--- src/rtl/as_pkg.sv ---
// Shared definitions for the writeback arbiter slice: default data width,
// register-address width and the requester encoding used as grant indices.
package as_pkg;

  localparam int XLEN   = 64;
  localparam int REG_AW = 5;

  typedef enum logic {
    REQ_ALU = 1'b0,
    REQ_LSU = 1'b1
  } requester_e;

endpackage

--- src/rtl/as_rr_arbiter2.sv ---
// Two-way round-robin arbiter. A lone request is granted directly; on a tie
// the requester that was not granted most recently wins. The pointer only
// moves when the caller reports that the grant was actually accepted.
module as_rr_arbiter2 (
  input  logic       clk,
  input  logic       rst_n,
  input  logic [1:0] req,
  input  logic       accept,
  output logic [1:0] gnt
);
  import as_pkg::*;

  requester_e r_last;

  // Grant selection: pass a single request through, break ties against the last winner
  always_comb begin
    gnt = 2'b00;
    if (req[REQ_ALU] && req[REQ_LSU]) begin
      if (r_last == REQ_ALU) gnt[REQ_LSU] = 1'b1;
      else                   gnt[REQ_ALU] = 1'b1;
    end else begin
      gnt = req;
    end
  end

  // Remember who won the last accepted grant; reset treats the ALU as last winner
  always_ff @(posedge clk or negedge rst_n) begin
    if (!rst_n) begin
      r_last <= REQ_ALU;
    end else if (accept) begin
      r_last <= gnt[REQ_LSU] ? REQ_LSU : REQ_ALU;
    end
  end

endmodule

--- src/rtl/as_wb_arbiter.sv ---
// Writeback arbiter: merges ALU and load-unit writebacks onto the single
// register-file write port (one cycle registered latency) and keeps a
// pending-producer mask used for hazard queries.
module as_wb_arbiter #(
  parameter int XLEN = as_pkg::XLEN,
  parameter int NREG = 32,
  localparam int AW  = $clog2(NREG)
) (
  input  logic            clk,
  input  logic            rst_n,
  input  logic            alu_valid,
  output logic            alu_ready,
  input  logic [AW-1:0]   alu_rd,
  input  logic [XLEN-1:0] alu_data,
  input  logic            lsu_valid,
  output logic            lsu_ready,
  input  logic [AW-1:0]   lsu_rd,
  input  logic [XLEN-1:0] lsu_data,
  input  logic            issue_valid,
  input  logic [AW-1:0]   issue_rd,
  input  logic            flush,
  input  logic [AW-1:0]   raddr01,
  input  logic [AW-1:0]   raddr02,
  output logic            busy01,
  output logic            busy02,
  output logic            we,
  output logic [AW-1:0]   waddr01,
  output logic [XLEN-1:0] wdata01
);
  import as_pkg::*;

  logic [1:0]      w_req;
  logic [1:0]      w_gnt;
  logic            w_accept;
  logic [AW-1:0]   w_rd;
  logic [XLEN-1:0] w_data;
  logic [NREG-1:0] w_pendNext;

  logic            r_we;
  logic [AW-1:0]   r_waddr;
  logic [XLEN-1:0] r_wdata;
  logic [NREG-1:0] r_pending;

  // Requests are masked while in reset so ready stays low without a clock edge
  assign w_req    = {lsu_valid, alu_valid} & {2{rst_n}};
  assign w_accept = |w_gnt;

  as_rr_arbiter2 u_rr (
    .clk    (clk),
    .rst_n  (rst_n),
    .req    (w_req),
    .accept (w_accept),
    .gnt    (w_gnt)
  );

  assign alu_ready = w_gnt[REQ_ALU];
  assign lsu_ready = w_gnt[REQ_LSU];

  // Pick the payload of whichever requester holds the grant
  always_comb begin
    w_rd   = alu_rd;
    w_data = alu_data;
    if (w_gnt[REQ_LSU]) begin
      w_rd   = lsu_rd;
      w_data = lsu_data;
    end
  end

  // Register the accepted writeback; rd=0 is consumed but never written
  always_ff @(posedge clk or negedge rst_n) begin
    if (!rst_n) begin
      r_we    <= 1'b0;
      r_waddr <= '0;
      r_wdata <= '0;
    end else begin
      r_we <= w_accept && (w_rd != '0);
      if (w_accept) begin
        r_waddr <= w_rd;
        r_wdata <= w_data;
      end
    end
  end

  assign we      = r_we;
  assign waddr01 = r_waddr;
  assign wdata01 = r_wdata;

  // Next pending mask: clear on issued write, set on issue (set wins), flush wipes all
  always_comb begin
    w_pendNext = r_pending;
    if (r_we) w_pendNext[r_waddr] = 1'b0;
    if (issue_valid && (issue_rd != '0)) w_pendNext[issue_rd] = 1'b1;
    if (flush) w_pendNext = '0;
  end

  // Pending-producer mask storage
  always_ff @(posedge clk or negedge rst_n) begin
    if (!rst_n) r_pending <= '0;
    else        r_pending <= w_pendNext;
  end

  assign busy01 = (raddr01 != '0) && r_pending[raddr01];
  assign busy02 = (raddr02 != '0) && r_pending[raddr02];

endmodule

--- config.mk ---
export PLATFORM = sky130hd
export DESIGN_NAME = as_wb_arbiter
export DESIGN_NICKNAME = d
export VERILOG_FILES = /design/src/rtl/as_pkg.sv /design/src/rtl/as_rr_arbiter2.sv /design/src/rtl/as_wb_arbiter.sv
export SDC_FILE = /design/constraint.sdc
export NUM_CORES = 1
export LEC_CHECK = 0
export CAP_MARGIN = 20
export CORE_MARGIN = 2
export CORE_UTILIZATION = 42
export DETAILED_ROUTE_END_ITERATION = 6
export GPL_TIMING_DRIVEN = 0
export HOLD_SLACK_MARGIN = 0.05
export PLACE_DENSITY = 0.78
export SYNTH_ARGS = -nofsm -noshare
export SYNTH_HDL_FRONTEND = slang
export SYNTH_HIERARCHICAL = 1
export SYNTH_SLANG_ARGS = --single-unit
--- constraint.sdc ---
create_clock -name clk -period 3.7 [get_ports clk]
set_input_delay 1.11 -clock clk [delete_from_list [all_inputs] [get_ports clk]]
set_output_delay 1.11 -clock clk [all_outputs]
set_load 0.03 [all_outputs]
==> qor.txt <==
Port Buffers = 228
Die area = 13400 sq um
Maxcap violations = 0
Fmax = 267 MHz
Detailed-route via count = 4944
Starting Density = 43.3%
RSZ-0062 raised after global routing = yes
Switching pwr = 1.07 mW
Overflow after GRT = 0
Startpoint types = primary input
Clock-pin slew on the worst setup and hold paths = 0.06 ns
Final Wtd Congestion = 0.891
Syn Nets = 688
Setup crit end kind = output pin
Core area = 12100 sq um
Setup TNS = -0.0518 ns
Worst min path class = reg2reg
Fin util = 67.2%
Final antenna-violating net count = 0
Power Density = 422 nW/um^2
Final setup viols = 1
Fin nets = 931
Fill cell count = 992
Slew Viols, Final = 0
CTS root buffer = clkbuf_16
GRT Total Usage = 26.3%
Post-synth EDFFs = 0
Drt drc = 0
Std-Cell Rows = 40
Actual slew at the worst max-slew pin = 0.901 ns
Clk network pwr share = 30.0%
Largest net degree at the start of global routing = 67
VDD IR max = 255 uV
CTS tree = yes
Leading cell type in the layout, fill and taps excluded = clkdlybuf4s50_1
Netlist cell types = 36
Synth Instances = 529
Initial antenna violation count = 0
Worst Path Max Fanout = 8
Area Growth Syn to Fin = 55.0%
First-pass GRT wire length = 26900 um
Tmin final = 3.75 ns
Final hold violation count = 0
Wirelength per Cell = 18.6 um
Avg Cell Area, Syn = 9.92 sq um
Post-synth top flop = dfrtp_1
Rel. slew slack = 39.8%
Routed WL = 17600 um
Synth warn = 6
Seq pwr share = 38.8%
Static Leakage = 3.23 nW
Commonest cells after routing, fill and taps aside = clkdlybuf4s50_1, nand2_1, o21ai_0, dfrtp_1, mux2i_1
CP required = 2.59 ns
CTS Buf Count = 9
Combinational Power Share = 31.2%
Kind of critical path = in2out
Status = complete, but fails checks
DR vias/cell = 5.24
Mapped Area = 5250 sq um
Initial DRC Count = 316
Power Total = 3.43 mW
Worst slack at placement = -0.935 ns
Crit path DAT = 2.64 ns
Ys async rst share = 100%
Storage element area = 2550 sq um
CTS Buffer Depth = 2
Clk Latency, worst-skew pair = 0.33 ns
Die height = 116 um
Sw Ratio = 31.2%
Die width = 116 um
Hpwl dp = 13800 um
Layout cells sized above 1 = 7.09%
Setup slack after layout = -0.0518 ns
First-pass DRT Iterations = 4
Final Cycle Share = 101%
Seq cells post-synth = 102
Footprint of the multi-input gates = 2510 sq um
Internal power = 2.36 mW
Final Skew = 0.00371 ns
Sequential-to-total area share from yosys stat = 48.6%
Clock sink total = 102
# IOs = 233
Failing checks = setup timing
ANT cells = 0
Vias in the first global route = 4990
Htree depth = 3
==> power by group through the flow <==
| stage | logic, mW | clock network, mW | registers, mW |
|---|---|---|---|
| floorplan | 0.261 | 0 | 1.58 |
| finish | 1.07 | 1.03 | 1.33 |
| detailed placement | 1.07 | 0 | 1.35 |
| global route | 1.13 | 1.09 | 1.35 |
| CTS | 1.08 | 1.05 | 1.33 |
| global placement | 1.05 | 0 | 1.34 |
==> worst paths after layout <==
| kind | start | to | slack (ns) | cells after the start |
|---|---|---|---|---|
| setup / recovery | raddr02[0] | busy02 | -0.05 | 6 |
| max in group asynchronous | rst_n | wdata01[32] | 2.49 | 2 |
| min in group asynchronous | rst_n | r_pending[13] | 0.67 | 1 |
| setup reg to reg | u_rr/r_last | u_rr/r_last | 1.33 | 6 |
| hold reg to reg | wdata01[39] | wdata01[39] | 0.57 | 2 |
| hold / removal | wdata01[39] | wdata01[39] | 0.57 | 2 |
==> logic make-up (layout without fill, tap and decap cells) <==
| kind of cell | count (synthesis) | count (layout) | synth area share [%] |
|---|---|---|---|
| AND/OR/NAND/NOR | 148 | 148 | 12.6 |
| multiplexers | 92 | 92 | 20.7 |
| AO/OA/AOI/OAI | 145 | 145 | 14.5 |
| buffers and inverters | 42 | 289 | 3.58 |
| flip-flops | 102 | 102 | 48.6 |
==> cells in the mapped netlist (all sizes together), types with 4 or more instances <==
cell type | n | share of area, %
nand2 | 107 | 7.7
o21ai | 104 | 9.9
dfrtp | 102 | 49
mux2i | 78 | 15
a21oi | 31 | 3.0
clkbuf | 22 | 1.6
buf | 16 | 1.7
mux4 | 12 | 5.3
nor2 | 7 | 0.50
nor3b | 6 | 0.86
nand3b | 5 | 0.72
inv | 4 | 0.29
==> per-stage QoR <==
| step | std cells | area, sq um | hold WS [ns] |
|---|---|---|---|
| 6_report | 944 | 8140 | 0.568 |
| 5_1_grt | 944 | 8140 | 0.595 |
| 2_1_floorplan | 529 | 5250 | 0.522 |
| 4_1_cts | 943 | 8130 | 0.570 |
| 3_3_place_gp | 925 | 7740 | 0.544 |
| 3_5_place_dp | 926 | 7760 | 0.556 |
==> what timing repair did <==
item	CTS	global route
pin swaps	1	0
hold endpoints to repair	0	0
resized for setup	33	8
endpoints found under the setup margin	5	3
setup buffers	2	1
hold buffers	0	0
gates cloned	0	0
==> cell type report <==
class / count / area share, %
buffer: 38 / 2.46
clock inverter: 4 / 0.861
timing repair buffer: 232 / 28.5
sequential: 102 / 31.4
inverter: 4 / 0.185
tap: 168 / 2.58
multi-input combinational: 385 / 30.9
clock buffer: 11 / 3.11
==> flip-flops by register name, summed over array words and instances, names as in the netlist <==
signal       cells
u_rr/r_last      1
r_pending       31
we               1
wdata01         64
waddr01          5
==> per-layer routing <==
| layer | up-vias | wire length (um) | GRT usage [%] |
|---|---|---|---|
| met4 | 0 | 250 | 6.27 |
| met1 | 2394 | 6850 | 32.5 |
| met5 | - | 0 | 0 |
| li1 | 2351 | - | - |
| met3 | 16 | 1390 | 8.26 |
| met2 | 183 | 9070 | 45.2 |
==> critical path, stage by stage <==
cell     delay (ns)
buf_12         0.11
mux4_2         0.50
mux2i_1        0.17
nor3b_1        0.07
or4_1          0.52
buf_6          0.16
No activity file was read; power rests on OpenSTA's default activity.
